<file path="src/rtl/sequence_player_if.sv">
`default_nettype none
// ============================================================================
//  Module   : sequence_player_if
//  Purpose  : Control, sequence-store read port and audio/LED outputs of the
//             Simon sequence player, bundled with player/environment modports.
//  Revision : 1.0 - initial release
// ============================================================================
interface sequence_player_if #(
   parameter int DEPTH = 16
);
   localparam int ADDR_W = (DEPTH > 1) ? $clog2(DEPTH) : 1;

   logic              start;
   logic              abort;
   logic [ADDR_W:0]   length;
   logic              rd_en;
   logic [ADDR_W-1:0] rd_addr;
   logic [1:0]        rd_data;
   logic [1:0]        note_sel;
   logic              note_en;
   logic [3:0]        led;
   logic              busy;
   logic              done;

   modport master (
      input  start, abort, length, rd_data,
      output rd_en, rd_addr, note_sel, note_en, led, busy, done
   );

   modport slave (
      output start, abort, length, rd_data,
      input  rd_en, rd_addr, note_sel, note_en, led, busy, done
   );
endinterface

`default_nettype wire

</file>
<file path="src/rtl/sequence_player.sv">
`default_nettype none
// ============================================================================
//  Module   : sequence_player
//  Purpose  : Plays the stored Simon note sequence: one registered read per
//             note, a timed gated note, then a timed silent gap.
//  Revision : 1.0 - initial release
// ============================================================================
module sequence_player #(
   parameter int DEPTH       = 16,
   parameter int NOTE_CYCLES = 25_000_000,
   parameter int GAP_CYCLES  = 5_000_000
) (
   input wire                clk,
   input wire                rst_n,
   sequence_player_if.master seq_if
);

   localparam int ADDR_W  = (DEPTH > 1) ? $clog2(DEPTH) : 1;
   localparam int CNT_MAX = (NOTE_CYCLES > GAP_CYCLES) ? NOTE_CYCLES : GAP_CYCLES;
   localparam int CNT_W   = (CNT_MAX > 1) ? $clog2(CNT_MAX) : 1;

   localparam logic [CNT_W-1:0] NOTE_LOAD = CNT_W'(NOTE_CYCLES - 1);
   localparam logic [CNT_W-1:0] GAP_LOAD  = CNT_W'(GAP_CYCLES - 1);
   localparam logic [ADDR_W:0]  DEPTH_L   = (ADDR_W + 1)'(DEPTH);

   typedef enum logic [2:0] {
      S_IDLE  = 3'd0,
      S_ISSUE = 3'd1,
      S_WAIT  = 3'd2,
      S_PLAY  = 3'd3,
      S_GAP   = 3'd4
   } state_t;

   state_t            state_q,    state_d;
   logic [ADDR_W-1:0] idx_q,      idx_d;
   logic [ADDR_W:0]   len_q,      len_d;
   logic [CNT_W-1:0]  cnt_q,      cnt_d;
   logic              rd_en_q,    rd_en_d;
   logic [ADDR_W-1:0] rd_addr_q,  rd_addr_d;
   logic [1:0]        note_sel_q, note_sel_d;
   logic              note_en_q,  note_en_d;
   logic [3:0]        led_q,      led_d;
   logic              busy_q,     busy_d;
   logic              done_q,     done_d;

   logic [ADDR_W:0]   w_len_clamp;
   logic [ADDR_W:0]   w_idx_next;

   assign w_len_clamp = (seq_if.length > DEPTH_L) ? DEPTH_L : seq_if.length;
   assign w_idx_next  = {1'b0, idx_q} + (ADDR_W + 1)'(1);

   always_comb begin
      state_d    = state_q;
      idx_d      = idx_q;
      len_d      = len_q;
      cnt_d      = cnt_q;
      note_sel_d = note_sel_q;
      done_d     = 1'b0;

      unique case (state_q)
         S_IDLE: begin
            if (seq_if.start) begin
               if (w_len_clamp != '0) begin
                  len_d   = w_len_clamp;
                  idx_d   = '0;
                  state_d = S_ISSUE;
               end else begin
                  done_d = 1'b1;
               end
            end
         end
         S_ISSUE: state_d = S_WAIT;
         S_WAIT: begin
            note_sel_d = seq_if.rd_data;
            cnt_d      = NOTE_LOAD;
            state_d    = S_PLAY;
         end
         S_PLAY: begin
            if (cnt_q == '0) begin
               cnt_d   = GAP_LOAD;
               state_d = S_GAP;
            end else begin
               cnt_d = cnt_q - CNT_W'(1);
            end
         end
         S_GAP: begin
            if (cnt_q != '0) begin
               cnt_d = cnt_q - CNT_W'(1);
            end else if (w_idx_next < len_q) begin
               // idx only advances while another entry remains, so the read
               // address never wraps past the last valid entry.
               idx_d   = idx_q + ADDR_W'(1);
               state_d = S_ISSUE;
            end else begin
               state_d = S_IDLE;
               done_d  = 1'b1;
            end
         end
         default: state_d = S_IDLE;
      endcase

      if (seq_if.abort) begin
         state_d    = S_IDLE;
         done_d     = 1'b0;
         note_sel_d = note_sel_q;
      end
   end

   // Outputs are registered versions of what the next state implies.
   always_comb begin
      rd_en_d   = (state_d == S_ISSUE);
      rd_addr_d = (state_d == S_ISSUE) ? idx_d : rd_addr_q;
      note_en_d = (state_d == S_PLAY);
      led_d     = note_en_d ? (4'b0001 << note_sel_d) : 4'b0000;
      busy_d    = (state_d != S_IDLE);
   end

   always_ff @(posedge clk or negedge rst_n) begin
      if (!rst_n) begin
         state_q    <= S_IDLE;
         idx_q      <= '0;
         len_q      <= '0;
         cnt_q      <= '0;
         rd_en_q    <= 1'b0;
         rd_addr_q  <= '0;
         note_sel_q <= '0;
         note_en_q  <= 1'b0;
         led_q      <= '0;
         busy_q     <= 1'b0;
         done_q     <= 1'b0;
      end else begin
         state_q    <= state_d;
         idx_q      <= idx_d;
         len_q      <= len_d;
         cnt_q      <= cnt_d;
         rd_en_q    <= rd_en_d;
         rd_addr_q  <= rd_addr_d;
         note_sel_q <= note_sel_d;
         note_en_q  <= note_en_d;
         led_q      <= led_d;
         busy_q     <= busy_d;
         done_q     <= done_d;
      end
   end

   assign seq_if.rd_en    = rd_en_q;
   assign seq_if.rd_addr  = rd_addr_q;
   assign seq_if.note_sel = note_sel_q;
   assign seq_if.note_en  = note_en_q;
   assign seq_if.led      = led_q;
   assign seq_if.busy     = busy_q;
   assign seq_if.done     = done_q;

endmodule

`default_nettype wire
</file>
<file path="src/flat_wrapper.sv">
// flat-port wrapper written by rule: the top's interface ports become plain ports
module sequence_player_flat 
#(
   parameter int DEPTH       = 16,
   parameter int NOTE_CYCLES = 25_000_000,
   parameter int GAP_CYCLES  = 5_000_000
)
  (clk, rst_n, seq_if_start, seq_if_abort, seq_if_length, seq_if_rd_data, seq_if_rd_en, seq_if_rd_addr, seq_if_note_sel, seq_if_note_en, seq_if_led, seq_if_busy, seq_if_done);
  sequence_player_if #(.DEPTH(DEPTH)) seq_if_i ();
  input wire clk;
  input wire rst_n;
  input wire logic [$bits(seq_if_i.start)-1:0] seq_if_start;
  input wire logic [$bits(seq_if_i.abort)-1:0] seq_if_abort;
  input wire logic [$bits(seq_if_i.length)-1:0] seq_if_length;
  input wire logic [$bits(seq_if_i.rd_data)-1:0] seq_if_rd_data;
  output wire logic [$bits(seq_if_i.rd_en)-1:0] seq_if_rd_en;
  output wire logic [$bits(seq_if_i.rd_addr)-1:0] seq_if_rd_addr;
  output wire logic [$bits(seq_if_i.note_sel)-1:0] seq_if_note_sel;
  output wire logic [$bits(seq_if_i.note_en)-1:0] seq_if_note_en;
  output wire logic [$bits(seq_if_i.led)-1:0] seq_if_led;
  output wire logic [$bits(seq_if_i.busy)-1:0] seq_if_busy;
  output wire logic [$bits(seq_if_i.done)-1:0] seq_if_done;
  assign seq_if_i.start = seq_if_start;
  assign seq_if_i.abort = seq_if_abort;
  assign seq_if_i.length = seq_if_length;
  assign seq_if_i.rd_data = seq_if_rd_data;
  assign seq_if_rd_en = seq_if_i.rd_en;
  assign seq_if_rd_addr = seq_if_i.rd_addr;
  assign seq_if_note_sel = seq_if_i.note_sel;
  assign seq_if_note_en = seq_if_i.note_en;
  assign seq_if_led = seq_if_i.led;
  assign seq_if_busy = seq_if_i.busy;
  assign seq_if_done = seq_if_i.done;
  sequence_player #(.DEPTH(DEPTH), .NOTE_CYCLES(NOTE_CYCLES), .GAP_CYCLES(GAP_CYCLES)) u_core (.clk(clk), .rst_n(rst_n), .seq_if(seq_if_i));
endmodule
</file>
<file path="config.mk">
export PLATFORM = sky130hd
export DESIGN_NAME = sequence_player_flat
export DESIGN_NICKNAME = d
export VERILOG_FILES = /design/src/rtl/sequence_player_if.sv /design/src/rtl/sequence_player.sv /design/src/flat_wrapper.sv
export SDC_FILE = /design/constraint.sdc
export NUM_CORES = 1
export LEC_CHECK = 0
export BUFFER_PORTS_ARGS = -buffer_cell sky130_fd_sc_hd__buf_4
export CORE_MARGIN = 4
export CORE_UTILIZATION = 30
export DETAILED_ROUTE_END_ITERATION = 12
export GPL_TIMING_DRIVEN = 0
export SYNTH_ARGS = -nofsm -noshare
export SYNTH_HDL_FRONTEND = slang
export SYNTH_SLANG_ARGS = --single-unit
</file>
<file path="constraint.sdc">
create_clock -name clk -period 2.5 [get_ports clk]
set_clock_uncertainty 0.1 [all_clocks]
set_input_delay 0.375 -clock clk [delete_from_list [all_inputs] [get_ports clk]]
set_output_delay 0.375 -clock clk [all_outputs]
set_load 0.005 [all_outputs]
</file>
==> reports/results.txt <==
Post-Synthesis Cells = 298
DRC errors left = 0
Die Wd = 104 um
All-Layer GR Usage = 13.2%
Final Hold Violating Endpoints = 0
TritonCTS clock tree = done
DP HPWL = 4810 um
status = finished with violations
Max rail drop VDD = 383 uV
crit path time final = 2670 ps
Initial Utilization = 31.3%
RSZ-0062 raised after global routing = yes
synth unique cells = 50
core area = 8890 um2
Clock Tree Buf Depth = 2
CP Launch Type = flip-flop
global-route wire length before repair = 11900 um
power density over the cells = 530 nW/um2
Final GP Congestion = 0.850
commonest non-fill, non-tap cell in the layout = dfrtp_1
sequential cell area fraction in the yosys report = 45.9%
top cells by area, synth = dfrtp_1, o21ai_0, nand2_1, nor2_1, mux2_2
synth warn = 0
vias in the first global route = 2483
Slew HR = 56.8%
cell accounting for the most synthesized area = dfrtp_1
layout cell share with drive strength beyond 1 = 27.1%
post-synth top area share = 45.9%
Reg-to-Reg End = u_core.seq_if.rd_addr[3]
row count = 34
mean post-synth cell area = 9.34 um2
Final Cycle Share = 107%
dpl cells = 429
Via density = 5.47
Num CTS Buffers = 5
routed len/inst = 15.8 um
Post-Layout Cell Count = 451
clock latency on the worst-skew pair = 320 ps
Max Cap Violations = 0
EDFF count, synth = 0
Hold/Removal Path Class = in -> reg
Worst Setup End Kind = flip-flop
Finish-stage setup viols = 4
violated checks = setup timing
initial drt markers = 197
syn_nets = 315
leak pwr = 1.45 nW
Fin Setup TNS = -633 ps
height of the die = 104 um
WP data required = 2610 ps
Async SR Flop Fraction = 100%
Fmax = 0.375 GHz
Mapped Area = 2780 um2
Reg2Reg Depth = 9
RR Startpoint = u_core.idx_q[1]
crit-path most repeated cell = mux2_4
Cells on Worst Hold Path = 3
PortBufs = 23
clock-pin slew on the worst setup and hold paths = 100 ps
Hold Slack = 217 ps
CP arrival = 2780 ps
total grt overflow = 0
Layout area overhead = 27.3%
FF-to-FF setup slack = -170 ps
# diodes = 0
Ports = 25
Root Buffer = clkbuf_8
crit-path cells = ha_2 > xor2_2 > ha_1 > o211ai_1 > o21ai_1 > or3_4 > buf_6 > mux2_4 > mux2_4
critical path's largest stage delay = 410 ps
Final ANT Viol Nets = 0
number of synthesized register bits = 51
Worst Hold End = u_core.len_q[3]
crit-path max FO = 4
slowest CP cell = dfrtp_1
predominant post-synthesis flop cell = dfrtp_1
Nets = 359
worst slew pin tran = 648 ps
Final Slew Violations = 0
Place WS = -565 ps
Sink Count = 51
via count = 2465
H-tree depth = 2
final worst setup slack = -170 ps
DRT Pass-1 Iters = 4
Util after Layout = 39.8%
largest net degree at the start of global routing = 52
highest-count cells in the layout ignoring fill and taps = dfrtp_1, buf_4, nand2_1
critical path class = reg -> reg
final WL = 7120 um
initial antenna violation count = 0
die footprint = 10900 um2
hold_sp = seq_if_length[3]
final cells by class:
cell class / count / area [um2]
Timing Repair Buffer: 40 / 318
Clock buffer: 5 / 68.8
Sequential cell: 51 / 1280
Fill cell: 845 / 5350
Inverter: 9 / 33.8
Multi-Input combinational cell: 223 / 1630
Clock inverter: 3 / 27.5
Tap cell: 108 / 135
Buffer: 12 / 55.1
worst max path at each step:
stage	startpoint	to	slack, ps	depth (start not counted)
after floorplan	u_core.cnt_q[5]	u_core.seq_if.rd_addr[0]	-170	7
after global placement	u_core.cnt_q[17]	u_core.seq_if.rd_addr[1]	-560	7
after detailed placement	u_core.cnt_q[17]	u_core.seq_if.rd_addr[0]	-570	7
after CTS	u_core.cnt_q[3]	u_core.seq_if.rd_addr[0]	-250	8
after global routing	u_core.idx_q[1]	u_core.seq_if.rd_addr[3]	-250	9
final	u_core.idx_q[1]	u_core.seq_if.rd_addr[3]	-170	9
flip-flops by register name, summed over array words and instances, names as in the netlist:
name	count
u_core.seq_if.busy	1
u_core.seq_if.note_en	1
u_core.seq_if.rd_addr	4
u_core.cnt_q	25
u_core.seq_if.rd_en	1
u_core.idx_q	4
u_core.seq_if.led	4
u_core.state_q	3
u_core.seq_if.note_sel	2
u_core.seq_if.done	1
u_core.len_q	5
critical path, delay by kind of cell (launching register included):
| kind | cells | cell delay, ps |
|---|---|---|
| flops | 1 | 410 |
| fa+ha+maj | 2 | 510 |
| buf+inv | 1 | 140 |
| simple gates | 1 | 400 |
| mux | 2 | 560 |
| compound gates | 2 | 290 |
| xor+xnor | 1 | 150 |
synthesized netlist by cell type (2+ instances only):
| library cell | number |
|---|---|
| dfrtp_1 | 51 |
| nand2_1 | 33 |
| nor2_1 | 28 |
| o21ai_0 | 26 |
| clkbuf_1 | 13 |
| a21oi_1 | 10 |
| nor3_1 | 10 |
| inv_1 | 9 |
| nand2b_1 | 9 |
| mux2_2 | 8 |
| xor2_1 | 8 |
| or3_1 | 7 |
| a31oi_1 | 6 |
| ha_1 | 6 |
| nand3_1 | 6 |
| mux2i_1 | 5 |
| nor4_1 | 5 |
| o211ai_1 | 5 |
| and3_1 | 4 |
| or4_1 | 4 |
| xnor2_1 | 4 |
| a211oi_1 | 3 |
| a22o_1 | 3 |
| and2_1 | 3 |
| a221o_1 | 2 |
| buf_2 | 2 |
| nand3b_1 | 2 |
| o311ai_0 | 2 |
| o31ai_1 | 2 |
| or3b_2 | 2 |
metal layers:
| metal | up-vias | part of all wire (%) | global-route usage [%] |
|---|---|---|---|
| met1 | 1215 | 47 | 18.3 |
| met2 | 63 | 47 | 20.2 |
| li1 | 1174 | - | - |
| met5 | - | 0 | 0 |
| met4 | 0 | 1.9 | 5.13 |
| met3 | 13 | 4.5 | 2.30 |
report_power, final:
part           total, mW  internal [mW]  switching [mW]
Combinational      0.375          0.162           0.213
Clock              0.522          0.208           0.313
Sequential         0.982          0.905          0.0771
repair_timing:
action                                  CTS  global route
endpoints found under the setup margin   40            38
hold buffers                              1             0
resized for setup                        25            33
gates cloned                              0             0
endpoints found under the hold margin     2             0
buffers inserted                          8             8
pin swaps                                 6            17
stage by stage:
step	power (mW)	cell area [um2]
CTS	1.86	3370
floorplan	1.18	2790
detailed placement	1.32	3100
global route	1.98	3540
global placement	1.31	3100
finish	1.88	3540
cell families after synthesis:
family                     synth area share [%]
and+or+nand+nor                            22.7
AOI/OAI and AO/OA                          16.6
DFF                                        45.9
buffers and inverters                      3.33
muxes                                      5.04
xor gates and xnor gates                   3.78
adders and majority gates                  2.70
Power figures use the tool's default switching activity.
